===== src/rtl/usb_buffer_arbiter_if.sv =====
// Shared-buffer access bundle: CPU and USB-engine request ports plus the single RAM port.
// The arbiter takes the slave view; whoever drives requests and owns the RAM takes master.
interface usb_buffer_arbiter_if #(
    parameter int unsigned ADDR_WIDTH = 8
);
    logic                  cpu_req;
    logic [ADDR_WIDTH-1:0] cpu_addr;
    logic [31:0]           cpu_wdata;
    logic [3:0]            cpu_wstrb;
    logic                  cpu_gnt;
    logic                  cpu_rvalid;
    logic [31:0]           cpu_rdata;

    logic                  usb_req;
    logic [ADDR_WIDTH-1:0] usb_addr;
    logic [31:0]           usb_wdata;
    logic [3:0]            usb_wstrb;
    logic                  usb_gnt;
    logic                  usb_rvalid;
    logic [31:0]           usb_rdata;

    logic                  ram_en;
    logic [ADDR_WIDTH-1:0] ram_addr;
    logic [31:0]           ram_wdata;
    logic [3:0]            ram_wstrb;
    logic [31:0]           ram_rdata;

    modport slave (
        input  cpu_req, cpu_addr, cpu_wdata, cpu_wstrb,
        input  usb_req, usb_addr, usb_wdata, usb_wstrb,
        input  ram_rdata,
        output cpu_gnt, cpu_rvalid, cpu_rdata,
        output usb_gnt, usb_rvalid, usb_rdata,
        output ram_en, ram_addr, ram_wdata, ram_wstrb
    );

    modport master (
        output cpu_req, cpu_addr, cpu_wdata, cpu_wstrb,
        output usb_req, usb_addr, usb_wdata, usb_wstrb,
        output ram_rdata,
        input  cpu_gnt, cpu_rvalid, cpu_rdata,
        input  usb_gnt, usb_rvalid, usb_rdata,
        input  ram_en, ram_addr, ram_wdata, ram_wstrb
    );
endinterface


===== src/rtl/usb_buffer_arbiter.sv =====
// Arbitrates CPU and USB-engine access to the shared packet buffer and tracks which side
// currently owns the buffer, counting accepted packets and flagging overruns.
module usb_buffer_arbiter #(
    parameter int unsigned ADDR_WIDTH  = 8,
    parameter int unsigned COUNT_WIDTH = 16
) (
    input  logic                   clk48,
    input  logic                   rst_n,
    usb_buffer_arbiter_if.slave    bus,
    input  logic                   got_packet,
    input  logic                   handled_packet,
    input  logic                   overrun_clr,
    output logic                   packet_ready,
    output logic                   overrun,
    output logic [COUNT_WIDTH-1:0] packet_count
);

    typedef enum logic {StUsbOwn, StCpuOwn} own_e;

    own_e                   state_q, state_d;
    logic [COUNT_WIDTH-1:0] count_q, count_d;
    logic                   overrun_q, overrun_d;
    logic                   overrun_set;
    logic                   last_usb_q;
    logic                   cpu_rd_q, usb_rd_q;

    logic                   cpu_win, usb_win;
    logic [ADDR_WIDTH-1:0]  sel_addr;
    logic [31:0]            sel_wdata;
    logic [3:0]             sel_wstrb;

    // Grant: USB may only touch the buffer while it owns it; ties go to the port not served last.
    always_comb begin
        cpu_win = bus.cpu_req;
        usb_win = bus.usb_req & (state_q == StUsbOwn);
        if (cpu_win && usb_win) begin
            cpu_win = last_usb_q;
            usb_win = ~last_usb_q;
        end
        cpu_win = cpu_win & rst_n;
        usb_win = usb_win & rst_n;
    end

    always_comb begin
        sel_addr  = '0;
        sel_wdata = '0;
        sel_wstrb = '0;
        if (cpu_win) begin
            sel_addr  = bus.cpu_addr;
            sel_wdata = bus.cpu_wdata;
            sel_wstrb = bus.cpu_wstrb;
        end else if (usb_win) begin
            sel_addr  = bus.usb_addr;
            sel_wdata = bus.usb_wdata;
            sel_wstrb = bus.usb_wstrb;
        end
    end

    assign bus.cpu_gnt    = cpu_win;
    assign bus.usb_gnt    = usb_win;
    assign bus.ram_en     = cpu_win | usb_win;
    assign bus.ram_addr   = sel_addr;
    assign bus.ram_wdata  = sel_wdata;
    assign bus.ram_wstrb  = sel_wstrb;
    assign bus.cpu_rvalid = cpu_rd_q;
    assign bus.usb_rvalid = usb_rd_q;
    assign bus.cpu_rdata  = cpu_rd_q ? bus.ram_rdata : 32'h0;
    assign bus.usb_rdata  = usb_rd_q ? bus.ram_rdata : 32'h0;

    always_ff @(posedge clk48 or negedge rst_n) begin
        if (!rst_n) begin
            last_usb_q <= 1'b0;
            cpu_rd_q   <= 1'b0;
            usb_rd_q   <= 1'b0;
        end else begin
            if (cpu_win) begin
                last_usb_q <= 1'b0;
            end else if (usb_win) begin
                last_usb_q <= 1'b1;
            end
            cpu_rd_q <= cpu_win & (bus.cpu_wstrb == 4'b0000);
            usb_rd_q <= usb_win & (bus.usb_wstrb == 4'b0000);
        end
    end

    // Ownership: a packet landing while the CPU still holds the buffer is an overrun unless
    // the CPU releases the old one in that same cycle, in which case the new one is accepted.
    always_comb begin
        state_d     = state_q;
        count_d     = count_q;
        overrun_set = 1'b0;
        unique case (state_q)
            StUsbOwn: begin
                if (got_packet) begin
                    state_d = StCpuOwn;
                    count_d = count_q + COUNT_WIDTH'(1);
                end
            end
            StCpuOwn: begin
                if (got_packet && handled_packet) begin
                    count_d = count_q + COUNT_WIDTH'(1);
                end else if (got_packet) begin
                    overrun_set = 1'b1;
                end else if (handled_packet) begin
                    state_d = StUsbOwn;
                end
            end
        endcase
        overrun_d = overrun_set | (overrun_q & ~overrun_clr);
    end

    always_ff @(posedge clk48 or negedge rst_n) begin
        if (!rst_n) begin
            state_q   <= StUsbOwn;
            count_q   <= '0;
            overrun_q <= 1'b0;
        end else begin
            state_q   <= state_d;
            count_q   <= count_d;
            overrun_q <= overrun_d;
        end
    end

    assign packet_ready = (state_q == StCpuOwn);
    assign overrun      = overrun_q;
    assign packet_count = count_q;

endmodule


===== src/flat_wrapper.sv =====
// flat-port wrapper written by rule: the top's interface ports become plain ports
module usb_buffer_arbiter_flat 
#(
    parameter int unsigned ADDR_WIDTH  = 8,
    parameter int unsigned COUNT_WIDTH = 16
)
  (clk48, rst_n, got_packet, handled_packet, overrun_clr, packet_ready, overrun, packet_count, bus_cpu_req, bus_cpu_addr, bus_cpu_wdata, bus_cpu_wstrb, bus_usb_req, bus_usb_addr, bus_usb_wdata, bus_usb_wstrb, bus_ram_rdata, bus_cpu_gnt, bus_cpu_rvalid, bus_cpu_rdata, bus_usb_gnt, bus_usb_rvalid, bus_usb_rdata, bus_ram_en, bus_ram_addr, bus_ram_wdata, bus_ram_wstrb);
  usb_buffer_arbiter_if #(.ADDR_WIDTH(ADDR_WIDTH)) bus_i ();
  input  logic clk48;
  input  logic rst_n;
  input  logic got_packet;
  input  logic handled_packet;
  input  logic overrun_clr;
  output logic packet_ready;
  output logic overrun;
  output logic [COUNT_WIDTH-1:0] packet_count;
  input wire logic [$bits(bus_i.cpu_req)-1:0] bus_cpu_req;
  input wire logic [$bits(bus_i.cpu_addr)-1:0] bus_cpu_addr;
  input wire logic [$bits(bus_i.cpu_wdata)-1:0] bus_cpu_wdata;
  input wire logic [$bits(bus_i.cpu_wstrb)-1:0] bus_cpu_wstrb;
  input wire logic [$bits(bus_i.usb_req)-1:0] bus_usb_req;
  input wire logic [$bits(bus_i.usb_addr)-1:0] bus_usb_addr;
  input wire logic [$bits(bus_i.usb_wdata)-1:0] bus_usb_wdata;
  input wire logic [$bits(bus_i.usb_wstrb)-1:0] bus_usb_wstrb;
  input wire logic [$bits(bus_i.ram_rdata)-1:0] bus_ram_rdata;
  output wire logic [$bits(bus_i.cpu_gnt)-1:0] bus_cpu_gnt;
  output wire logic [$bits(bus_i.cpu_rvalid)-1:0] bus_cpu_rvalid;
  output wire logic [$bits(bus_i.cpu_rdata)-1:0] bus_cpu_rdata;
  output wire logic [$bits(bus_i.usb_gnt)-1:0] bus_usb_gnt;
  output wire logic [$bits(bus_i.usb_rvalid)-1:0] bus_usb_rvalid;
  output wire logic [$bits(bus_i.usb_rdata)-1:0] bus_usb_rdata;
  output wire logic [$bits(bus_i.ram_en)-1:0] bus_ram_en;
  output wire logic [$bits(bus_i.ram_addr)-1:0] bus_ram_addr;
  output wire logic [$bits(bus_i.ram_wdata)-1:0] bus_ram_wdata;
  output wire logic [$bits(bus_i.ram_wstrb)-1:0] bus_ram_wstrb;
  assign bus_i.cpu_req = bus_cpu_req;
  assign bus_i.cpu_addr = bus_cpu_addr;
  assign bus_i.cpu_wdata = bus_cpu_wdata;
  assign bus_i.cpu_wstrb = bus_cpu_wstrb;
  assign bus_i.usb_req = bus_usb_req;
  assign bus_i.usb_addr = bus_usb_addr;
  assign bus_i.usb_wdata = bus_usb_wdata;
  assign bus_i.usb_wstrb = bus_usb_wstrb;
  assign bus_i.ram_rdata = bus_ram_rdata;
  assign bus_cpu_gnt = bus_i.cpu_gnt;
  assign bus_cpu_rvalid = bus_i.cpu_rvalid;
  assign bus_cpu_rdata = bus_i.cpu_rdata;
  assign bus_usb_gnt = bus_i.usb_gnt;
  assign bus_usb_rvalid = bus_i.usb_rvalid;
  assign bus_usb_rdata = bus_i.usb_rdata;
  assign bus_ram_en = bus_i.ram_en;
  assign bus_ram_addr = bus_i.ram_addr;
  assign bus_ram_wdata = bus_i.ram_wdata;
  assign bus_ram_wstrb = bus_i.ram_wstrb;
  usb_buffer_arbiter #(.ADDR_WIDTH(ADDR_WIDTH), .COUNT_WIDTH(COUNT_WIDTH)) u_core (.clk48(clk48), .rst_n(rst_n), .bus(bus_i), .got_packet(got_packet), .handled_packet(handled_packet), .overrun_clr(overrun_clr), .packet_ready(packet_ready), .overrun(overrun), .packet_count(packet_count));
endmodule

===== config.mk =====
export PLATFORM = sky130hd
export DESIGN_NAME = usb_buffer_arbiter_flat
export DESIGN_NICKNAME = d
export VERILOG_FILES = /design/src/rtl/usb_buffer_arbiter_if.sv /design/src/rtl/usb_buffer_arbiter.sv /design/src/flat_wrapper.sv
export SDC_FILE = /design/constraint.sdc
export NUM_CORES = 1
export LEC_CHECK = 0
export ABC_CLOCK_PERIOD_IN_PS = 1400
export BUFFER_PORTS_ARGS = -buffer_cell sky130_fd_sc_hd__buf_2
export CORE_AREA = 2 2 99 101
export DETAILED_ROUTE_END_ITERATION = 10
export DIE_AREA = 0 0 101 103
export GPL_ROUTABILITY_DRIVEN = 1
export GPL_TIMING_DRIVEN = 0
export HOLD_SLACK_MARGIN = 0.1
export PLACE_DENSITY = 0.64
export RECOVER_POWER = 100
export SLEW_MARGIN = 40
export SYNTH_ARGS = -nofsm -noshare
export SYNTH_HDL_FRONTEND = slang
export SYNTH_SLANG_ARGS = --single-unit

===== constraint.sdc =====
create_clock -name clk48 -period 1.4 [get_ports clk48]
set_input_delay 0.21 -clock clk48 [delete_from_list [all_inputs] [get_ports clk48]]
set_output_delay 0.21 -clock clk48 [all_outputs]
set_load 0.03 [all_outputs]

; Yosys cells after proc, flatten, opt, wreduce, memory -nomap -nowiden
; Index checks and enable logic that the tools add are counted.
[word_totals]
wordCells = 48
ff_bits = 21
out_inout_bits = 131
[classes]
reduce_logical = 6
bitwise_logic = 11
n_eq_ne = 2
n_mux = 22
add_sub_neg = 1
[ops]
columns = op, n
row1 = two-way mux 32 bit, 4
row2 = two-way mux 16 bit, 2
row3 = one-hot mux 16 bit (2 select lines), 1
row4 = "adder 16 x 1 -> 16 bit, second input constant", 1
row5 = two-way mux 8 bit, 2
row6 = two-way mux 1 bit, 10
row7 = zero test 4 bit, 2
row8 = two-way mux 4 bit, 2
row9 = AND 1 bit, 6
row10 = "inequality test 2 bit, second input constant", 2
row11 = inverter 1 bit, 3
row12 = logical AND 1 bit, 2
row13 = bitwise OR 1 bit, 2
row14 = one-hot mux 1 bit (2 select lines), 1
row15 = AND reduction 2 bit, 1
row16 = nonzero test 2 bit, 1

; Logic depth before layout (Yosys ltp)
; Gate-level depths: netlist (run 1).
[depth]
depth_word = 7
mapped_depth = 5
ltp_nobuf = 5

; Least setup slack after synthesis (run 1)
; OpenSTA, ideal clock, no wires.
[synth_timing]
path_type = flip-flop to output port
from = register u_core.state_q (netlist: u_core.packet_ready)
to = output port bus_ram_wdata[22]
path_stages_with_launch = 6
path_slack_ns = -0.444
required_time_ns = 1.190
n_path_buf = 1
arrival_ns = 1.634
cell_sequence = dfrtp_1 > nor2b_1 > and2b_1 > nor2_4 > buf_2 > a22o_1
[synth_via]
word_cells_on_any_way = 9
classes_between = mux: 4 / bitwise: 4 / reduce/logical: 1
[synth_rtl]
columns = item, line_no
row1 = "start, declared", usb_buffer_arbiter.sv:20  ; own_e state_q, state_d;
row2 = "start signal, assigned", usb_buffer_arbiter.sv:114  ; state_q <= StUsbOwn;
row3 = "start signal, assigned", usb_buffer_arbiter.sv:118  ; state_q <= state_d;
row4 = inverter 1 bit, usb_buffer_arbiter.sv:35  ; usb_win = bus.usb_req & (state_q == StUsbOwn);
row5 = AND 1 bit, usb_buffer_arbiter.sv:35
row6 = logical AND 1 bit, usb_buffer_arbiter.sv:36  ; if (cpu_win && usb_win) begin
row7 = two-way mux 1 bit, usb_buffer_arbiter.sv:36
row8 = AND 1 bit, usb_buffer_arbiter.sv:40  ; cpu_win = cpu_win & rst_n;
row9 = net bus_cpu_gnt, flat_wrapper.sv:26  ; output wire logic [$bits(bus_i.cpu_gnt)-1:0] bus_cpu_gnt;
row10 = two-way mux 32 bit, usb_buffer_arbiter.sv:48  ; if (cpu_win) begin
row11 = "end, declared", flat_wrapper.sv:34  ; output wire logic [$bits(bus_i.ram_wdata)-1:0] bus_ram_wdata;
; The timed path passes the listed nets, and every way through them passes these cells.

; Worst setup path in the final report (run 1)
[layout_timing]
from = register u_core.state_q (netlist: u_core.packet_ready)
to = output port bus_ram_wdata[19]
[layout_via]
elab_chain_cells = 7
word_cells_on_any_way = 9
classes_between = mux: 4 / bitwise: 4 / reduce/logical: 1
[layout_lines]
columns = item, line_no
row1 = inverter 1 bit (*), usb_buffer_arbiter.sv:35
row2 = AND 1 bit (*), usb_buffer_arbiter.sv:35
row3 = logical AND 1 bit, usb_buffer_arbiter.sv:36
row4 = two-way mux 1 bit, usb_buffer_arbiter.sv:36
row5 = AND 1 bit, usb_buffer_arbiter.sv:41  ; usb_win = usb_win & rst_n;
row6 = two-way mux 32 bit, usb_buffer_arbiter.sv:52  ; end else if (usb_win) begin
row7 = two-way mux 32 bit (*), usb_buffer_arbiter.sv:48
; Every way passes the cells marked *; elsewhere a longest branch is shown, timed or not.

==> impl_metrics.yaml, run 1 <==
grt:
  grt_pass1_wl_mm: 14.66
  antenna_found_initial: 1
  grtUsageTotal_pct: 18.23
  grt_overflow_total: 0
  grt_pass1_vias: 2654
  grt_max_degree: 22
final_layout:
  instances_no_fill: 612
  layout-drive-gt1-share_pct: 88.33
  nets: 626
  area_delta_synth_final_pct: 184.2
  final_core_util_pct: 54.17
clocking:
  cts_tree: "done"
  cts_num_sinks: 21
  clkTransAtPathRegs_ns: 0.08
  cts.path.max_buffers: 2
  clockRootBuffer: "clkbuf_8"
  clock_latency_ns: 0.26
  cts_hold_buffers: 1
  h-tree-depth: 1
  cts_buffers: 3
power_and_ir_drop:
  total_power_mw: 2.780
  power.density_nw_per_um2: 542.5
  p_leak_nw: 2.685
  vdd_drop_max_uv: 1012
die:
  io_pins: 258
  die_h_um: 103
  coreArea_um2: 9459
  start_util_pct: 19.06
  die_w_um: 101
  dieArea_um2: 10400
  rows: 36
critical_path:
  crit_path_max_fanout: 10
  start_kind: "flip-flop"
  r2r_start: "u_core.packet_ready"
  r2r_slack_ns: -0.28
  r2r-end: "u_core.packet_count[13]"
  required_ns: 1.19
  crit_type: "flip-flop to output pin"
  worstPathArrival_ns: 1.75
  r2r.worst_path.cells: 6
  endpoint_kind: "output pin"
sta:
  hold_violations: 0
  setup_tns_ns: -29.74
  maxSlewHeadroom_pct: 24.43
  slew_violations: 0
  worst_slew_pin_slew_ns: 1.133
  period_share_pct: 140.3
  period_needed_ns: 1.964
  setup_viol: 114
  fmax_mhz: 509.1
  skew_ns: 0.0009799
  fin_ws_ns: -0.5641
  rsz0062_at_grt: "yes"
placed_design:
  io_buffers: 257
  gp_congestion: 0.7512
  hpwl_mm: 7.189
  dp_cells: 573
routing:
  wl_per_cell_um: 18.10
  routed_wl_mm: 11.08
  antenna_left: 0
  viasPerCell: 4.562
  drtPass1Iterations: 4
  num_vias: 2792
  first_iter_violations: 76
  drc: 0
logic_synthesis:
  ys_ff_latch: 21
  synth_ff_type: "dfrtp_1"
  synth_edf_count: 0
  netlist_area_um2: 1803
  synth_area_leader_cell: "dfrtp_1"
  synth_top_area_share_pct: 29.15
  syn_inst: 202
  ys_warn_count: 0
  synthTopCellsByCount: "65 x and2_1, 44 x a22o_1, 21 x dfrtp_1, 11 x xnor2_1, 8 x nand2_1"
  synth_most_common_cell: "and2_1"
  synthesis.nets: 330
  async_reset_ff_share_pct: 100.0
  ys_seq_area_share_pct: 29.15
  synthTopCellsByArea: "dfrtp_1 29%, and2_1 23%, a22o_1 21%, xnor2_1 5.3%, buf_2 1.9%"
  synth.distinct_cells: 30
  syn-mean-instance-area_um2: 8.926
run_status:
  run_status: "complete, but fails checks"
  violations: "negative setup slack"
min_path:
  hold_class: "input port to flip-flop"
  hold_path_depth: 2
  min_to: "u_core.overrun"
  holdCritStartpoint: "overrun_clr"
run:
  cap_violations: 0
worst max path at each step:
stage                         from           endpoint  slack [ns]
2_1_floorplan  u_core.packet_ready    bus_ram_addr[4]       -0.19
3_3_place_gp                 rst_n  bus_ram_wdata[21]       -0.66
3_5_place_dp                 rst_n  bus_ram_wdata[14]       -0.67
4_1_cts        u_core.packet_ready  bus_ram_wdata[20]       -0.57
5_1_grt        u_core.packet_ready  bus_ram_wdata[11]       -0.63
6_report       u_core.packet_ready  bus_ram_wdata[19]       -0.56
power by group:
| part | internal, mW | total, mW | leakage [nW] | switching (mW) |
|---|---|---|---|---|
| Sequential | 0.713 | 0.847 | 0.263 | 0.134 |
| Combinational | 0.715 | 1.52 | 2.40 | 0.807 |
| Clock | 0.199 | 0.411 | 0.0255 | 0.212 |
flip-flops by register name, indices dropped and copies added (netlist names):
signal,cells
u_core.bus.usb_rvalid,1
u_core.packet_count,16
u_core.last_usb_q,1
u_core.bus.cpu_rvalid,1
u_core.overrun,1
u_core.packet_ready,1
cell families after synthesis:
family | count (synthesis) | synth area share, %
adders and majority gates | 1 | 0.6939
muxes | 1 | 0.6245
buffers and inverters | 15 | 3.816
and+or+nand+nor | 101 | 35.18
DFF | 21 | 29.15
AOI/OAI and AO/OA | 48 | 23.25
xor gates and xnor gates | 15 | 7.286
worst max-delay path, stage by stage, from the launching register on:
cell     delay [ns]
dfrtp_2        0.44
nor2b_4        0.13
and2b_2        0.19
nor2_4         0.06
buf_12         0.14
buf_12         0.14
a22o_2         0.26
buf_6          0.14
area by class of cell:
class                   instances  area, µm²
clock inverters                 1      5.005
inverters                       1      3.754
diodes                          1      2.502
well taps                     114      142.6
plain buffers                  14      239.0
repair buffers                291       2427
flip-flops and latches         21      539.3
clock buffers                   3      41.29
fillers                       783       4335
multi-input cells             166       1723
placed cells by master (no fill, tap or decap), types with 2 or more instances in the layout:
cell	instances
buf_4	9
dfrtp_1	10
buf_2	146
buf_12	9
and4_1	2
nor3_4	2
clkbuf_16	2
nand4_1	4
buf_16	2
xnor2_1	11
xor2_1	4
buf_8	12
dfrtp_2	11
a22o_4	34
o21ai_0	2
clkbuf_8	4
nand2_2	2
buf_6	123
a22o_2	10
nand3_1	6
nand2_1	7
and2_4	63
and2_1	2
nand2b_1	2
nor3_1	2
routing by layer:
| metal | vias up | GRT usage [%] | share of wire (%) |
|---|---|---|---|
| met5 | - | 0 | 0 |
| met4 | 0 | 4.470 | 1.0 |
| met3 | 12 | 2.847 | 6.6 |
| met2 | 142 | 32.31 | 53 |
| met1 | 1322 | 23.28 | 39 |
| li1 | 1316 | - | - |
stage by stage:
step           hold slack (ns)  setup slack [ns]  cell area (µm²)
2_1_floorplan         -0.08559           -0.1861             2003
3_3_place_gp            0.2088           -0.6566             3432
3_5_place_dp            0.2193           -0.6745             3432
4_1_cts                 0.1288           -0.5695             4802
5_1_grt                 0.1257           -0.6253             5121
6_report                0.1321           -0.5641             5124
what timing repair did:
action	4_1_cts	5_1_grt
gates cloned	7	2
endpoints found under the hold margin	21	21
endpoints found under the setup margin	112	121
gates resized for setup	322	67
buffers inserted	18	8
pin swaps	42	22
Power figures use the tool's default switching activity.
==> run 2, diff against run 1 <==
--- a/constraint.sdc
+++ b/constraint.sdc
@@ -3,2 +3,2 @@
 set_output_delay 0.21 -clock clk48 [all_outputs]
-set_load 0.03 [all_outputs]
+set_load 0.1 [all_outputs]
==> run 2 against run 1 <==
Net effect: count of clock-buffer cells in the layout is the same; final area grew 20%; clock skew grew 0.0074 ns; power grew 42%; die area is the same; utilization grew 11 points; the flow still finishes with violations (negative setup slack); largest power group unchanged; clock power shrank 2%; setup slack lost 0.046 ns; sequential cell count is the same.
==> impl_metrics.yaml, run 2 (synthesis gave the netlist of run 1 again) <==
sta:
  period_needed_ns: 2.010
  worst_slew_pin_slew_ns: 0.5140
  slew_violations: 0
  whs_ns: 0.1205
  fmax_mhz: 497.4
  period_share_pct: 143.6
  fin_ws_ns: -0.6104
  hold_violations: 0
  setup_viol: 122
  skew_ns: 0.008385
  rsz0062_at_grt: "yes"
  maxSlewHeadroom_pct: 65.73
critical_path:
  crit_type: "flip-flop to output pin"
  r2r-end: "u_core.packet_count[13]"
  crit_path_max_fanout: 10
  cp.depth: 6
  worstPathArrival_ns: 1.80
  start_kind: "flip-flop"
  r2r.worst_path.cells: 6
  crit_slowest_cell: "dfrtp_4"
  endpoint_kind: "output pin"
  slowest_delay_ns: 0.49
  r2r_slack_ns: -0.13
  crit_chain: "nor2b_4, and2b_2, nor2_4, buf_8, a22o_4, buf_12"
  required_ns: 1.19
  r2r_start: "u_core.packet_ready"
  critPathTopFamily: "flip-flops"
  path_buf_inv: 2
final_layout:
  design_area_um2: 6172
  layout-drive-gt1-share_pct: 91.37
  nets: 627
  instances_no_fill: 613
  area_delta_synth_final_pct: 242.3
  fillers: 631
  final_common_cell: "buf_2"
  multi_input_area_um2: 1818
  seqCellArea_um2: 583.1
  final_core_util_pct: 65.25
  largest_register_ffs: 16
  final_cell_mix: "142 x buf_2, 116 x buf_12, 64 x and2_4"
power_and_ir_drop:
  combPwrFrac_pct: 67.5
  p_leak_nw: 2.941
  clkPwrFrac_pct: 10.1
  vdd_drop_max_uv: 704.7
  power.switching_mw: 2.128
  total_power_mw: 3.958
  seq_power_share_pct: 22.3
  power.density_nw_per_um2: 641.2
  intPower_mw: 1.830
  netSwitchingFraction_pct: 53.77
grt:
  grtUsageTotal_pct: 21.39
  grt_pass1_wl_mm: 17.35
  grt_overflow_total: 0
  antenna_found_initial: 1
  grt_max_degree: 22
  grt_pass1_vias: 3245
routing:
  wl_per_cell_um: 19.46
  first_iter_violations: 51
  num_vias: 2898
  drc: 0
  viasPerCell: 4.728
  drtPass1Iterations: 4
  antenna_left: 0
  routed_wl_mm: 11.93
placed_design:
  dp_cells: 573
  gp_congestion: 0.8354
  io_buffers: 257
  hpwl_mm: 7.431
  dpl_cell_area_um2: 3938
die:
  die_w_um: 101
  coreArea_um2: 9459
  dieArea_um2: 10400
  start_util_pct: 19.06
  die_h_um: 103
  rows: 36
  io_pins: 258
run_status:
  violations: "negative setup slack"
  run_status: "complete, but fails checks"
min_path:
  holdCritStartpoint: "overrun_clr"
  hold_path_depth: 2
  min_to: "u_core.overrun"
  hold_class: "input port to flip-flop"
clocking:
  clkTransAtPathRegs_ns: 0.08
  cts_buffers: 3
  cts_tree: "done"
  cts.path.max_buffers: 2
  cts_num_sinks: 21
  h-tree-depth: 1
  clock_latency_ns: 0.26
  clockRootBuffer: "clkbuf_8"
run:
  cap_violations: 0
run 2: changes by cell type in the layout (fill, tap and decap cells not counted), sizes merged:
cell and change:
dlygate4sd3 +1, nor2 +1, clkbuf -4, buf +3
run 2: routing by layer:
layer,global-route usage (%),vias up,wire length [µm]
li1,-,1317,-
met1,22.34,1379,4074
met2,41.54,178,6545
met3,5.017,24,1010
met4,7.900,0,301
met5,0,-,0
run 2: power by group through the flow:
stage          clock network, mW  registers (mW)  logic [mW]
6_report                   0.402           0.884        2.67
5_1_grt                    0.450           0.899        2.76
4_1_cts                    0.434           0.883        2.61
3_5_place_dp                   0           0.897        2.19
3_3_place_gp                   0           0.890        2.17
2_1_floorplan                  0            1.51        1.11
run 2: layout make-up:
class                           count  area share, %
Timing Repair Buffer              291          54.29
Antenna cell                        1        0.04054
Tap cell                          114          2.311
Buffer                             14          3.649
Inverter                            1        0.06081
Clock buffer                        3         0.6690
Sequential cell                    21          9.447
Clock inverter                      1        0.08109
Multi-Input combinational cell    167          29.45
run 2: stage by stage:
step	setup slack, ns	setup TNS (ns)
2_1_floorplan	-0.4747	-22.65
3_3_place_gp	-0.8563	-37.24
3_5_place_dp	-0.9089	-39.66
4_1_cts	-0.6392	-42.90
5_1_grt	-0.6619	-42.98
6_report	-0.6104	-37.87
run 2: repair_timing:
| action | in CTS | in global routing |
|---|---|---|
| endpoints found under the setup margin | 124 | 124 |
| hold buffers | 1 | 1 |
| gates resized for setup | 485 | 33 |
| pin swaps | 27 | 26 |
| endpoints found under the hold margin | 21 | 10 |
| setup buffers | 24 | 5 |
| cloned | 7 | 0 |
run 2: worst max-delay path by stage:
| stage | from | end | slack, ns |
|---|---|---|---|
| after floorplan | u_core.packet_ready | bus_ram_wdata[23] | -0.47 |
| after global placement | rst_n | bus_ram_wdata[2] | -0.86 |
| after detailed placement | rst_n | bus_ram_wdata[2] | -0.91 |
| after CTS | u_core.packet_ready | bus_ram_wdata[2] | -0.64 |
| after global routing | u_core.packet_ready | bus_ram_wdata[30] | -0.66 |
| final | u_core.packet_ready | bus_ram_wdata[16] | -0.61 |
==> run 3, diff against run 2 <==
ABC_CLOCK_PERIOD_IN_PS = 1900   (was 1400)
CORE_AREA = 2 2 100 102   (was 2 2 99 101)
DIE_AREA = 0 0 102 104   (was 0 0 101 103)
PLACE_DENSITY = 0.61   (was 0.64)
clock period = 1.9 ns   (was 1.4 ns; I/O delays follow)
==> run 3 against run 2 <==
Net effect: the run still ends with negative setup slack left; routed wire length is 20% lower; die area up 2.0%; setup slack improved by 0.36 ns; power decreased by 30%; critical path depth up 1; count of clock-buffer cells in the layout grew 1; sequential power down 30%.
==> impl_metrics.yaml, run 3 (synthesis gave the netlist of run 1 again) <==
run_status:
  run_status: "complete, but fails checks"
  violations: "negative setup slack"
final_layout:
  instances_no_fill: 613
  design_area_um2: 4930
  final_cell_mix: "125 x buf_2, 61 x and2_2, 54 x buf_12"
  largest_register_ffs: 16
  final_common_cell: "buf_2"
  area_delta_synth_final_pct: 173.4
  final_core_util_pct: 51.62
  layout-drive-gt1-share_pct: 86.04
  diodes: 0
  nets: 609
routing:
  viasPerCell: 4.431
  routed_wl_mm: 9.501
  first_iter_violations: 62
  wl_per_cell_um: 15.50
  antenna_left: 0
  drc: 0
  drtPass1Iterations: 4
  num_vias: 2716
clocking:
  cts_tree: "done"
  clockRootBuffer: "clkbuf_8"
  cts_buffers: 3
  clkTransAtPathRegs_ns: 0.07
  clock_latency_ns: 0.25
  cts.path.max_buffers: 2
  h-tree-depth: 1
  cts_num_sinks: 21
critical_path:
  crit_chain: "nor2b_4, and2b_2, nor2_4, buf_12, buf_12, a22o_4, buf_12"
  worstSetupStartpoint: "u_core.packet_ready"
  cp_common_cell: "buf_12"
  start_kind: "flip-flop"
  crit_path_max_fanout: 10
  endpoint_kind: "output pin"
  r2r_start: "u_core.packet_ready"
  crit_slowest_cell: "dfrtp_4"
  worstPathArrival_ns: 1.87
  required_ns: 1.62
  crit_type: "flip-flop to output pin"
  slowest_delay_ns: 0.50
  r2r_slack_ns: 0.03
die:
  start_util_pct: 18.88
  io_pins: 258
  rows: 36
  coreArea_um2: 9549
  die_h_um: 104
  dieArea_um2: 10610
  die_w_um: 102
power_and_ir_drop:
  clkPwrFrac_pct: 10.3
  netSwitchingFraction_pct: 53.98
  power.density_nw_per_um2: 562.3
  intPower_mw: 1.276
  seq_power_share_pct: 22.5
  combPwrFrac_pct: 67.2
  p_leak_nw: 2.546
  vdd_drop_max_uv: 543.1
  power.switching_mw: 1.496
placed_design:
  gp_congestion: 0.7506
  dp_cells: 592
  hpwl_mm: 7.128
  dpl_cell_area_um2: 3812
  io_buffers: 257
  preCtsSetupSlack_ns: -0.6497
grt:
  grt_max_degree: 22
  grt_overflow_total: 0
  antenna_found_initial: 0
  grt_pass1_wl_mm: 14.19
  grtUsageTotal_pct: 16.73
  grt_pass1_vias: 2846
sta:
  fin_ws_ns: -0.2508
  hold_violations: 0
  setup_tns_ns: -10.22
  period_needed_ns: 2.151
  maxSlewHeadroom_pct: 24.42
  rsz0062_at_grt: "yes"
  setup_viol: 45
  slew_violations: 0
  skew_ns: 0.001119
  period_share_pct: 113.2
  worst_slew_pin_slew_ns: 1.134
  fmax_mhz: 464.9
run:
  cap_violations: 0
min_path:
  holdCritStartpoint: "overrun_clr"
  hold_class: "input port to flip-flop"
==> run 3: cell count changes in the layout (fill, tap and decap cells not counted), moves of 16 or more <==
cell / delta
buf_2: -17
buf_12: -62
clkbuf_2: +26
and2_4: -64
clkbuf_4: +53
and2_2: +61
buf_8: -16
==> run 3: stage by stage <==
step | hold WS (ns) | power, mW
floorplan | -0.01059 | 1.865
global placement | 0.2927 | 2.196
detailed placement | 0.3003 | 2.221
CTS | 0.2067 | 2.792
global route | 0.2359 | 2.888
finish | 0.2360 | 2.772
==> run 3: final timing paths <==
kind                                                end  cells past startpoint
worst max-delay path                   bus_ram_wdata[1]                      7
worst min-delay path                     u_core.overrun                      2
worst max register to register  u_core.packet_count[13]                      5
worst min register to register  u_core.packet_count[15]                      1
max in group asynchronous           u_core.packet_ready                      2
min in group asynchronous       u_core.packet_count[13]                      2
==> run 3: metal layers <==
layer | global-route usage [%] | part of all wire, % | up-vias | wire length [µm]
met3 | 2.083 | 7.1 | 10 | 677
met5 | 0 | 0 | - | 0
met2 | 33.98 | 57 | 148 | 5403
met4 | 3.143 | 1.2 | 0 | 112
li1 | - | - | 1281 | -
met1 | 17.81 | 35 | 1277 | 3308
==> run 3: cell type report <==
class,instances,area (µm²)
multi-input combinational,166,1670
fill,861,4619
buffer,14,185.2
timing repair buffer,274,2315
inverter,1,3.754
clock buffer,4,45.04
tap,133,166.4
sequential,21,544.3
==> run 3: repair_timing <==
action	CTS	global route
gates cloned	2	0
hold buffers	1	0
resized for setup	231	36
setup buffers	13	1
endpoints found under the setup margin	77	89
hold endpoints to repair	21	0
pin swaps	22	2
==> run 3: worst max-delay path, delay by kind of cell (launching register included) <==
kind                   cells  cell delay, ns
AOI/OAI and AO/OA          1            0.26
and+or+nand+nor            3            0.38
buffers and inverters      3            0.44
DFF                        1            0.50
==> run 3: power groups by stage <==
| stage | Sequential, mW | Clock (mW) | Combinational, mW |
|---|---|---|---|
| 4_1_cts | 0.620 | 0.298 | 1.87 |
| 2_1_floorplan | 1.06 | 0 | 0.800 |
| 3_3_place_gp | 0.620 | 0 | 1.58 |
| 5_1_grt | 0.638 | 0.320 | 1.93 |
| 3_5_place_dp | 0.631 | 0 | 1.59 |
| 6_report | 0.623 | 0.285 | 1.86 |
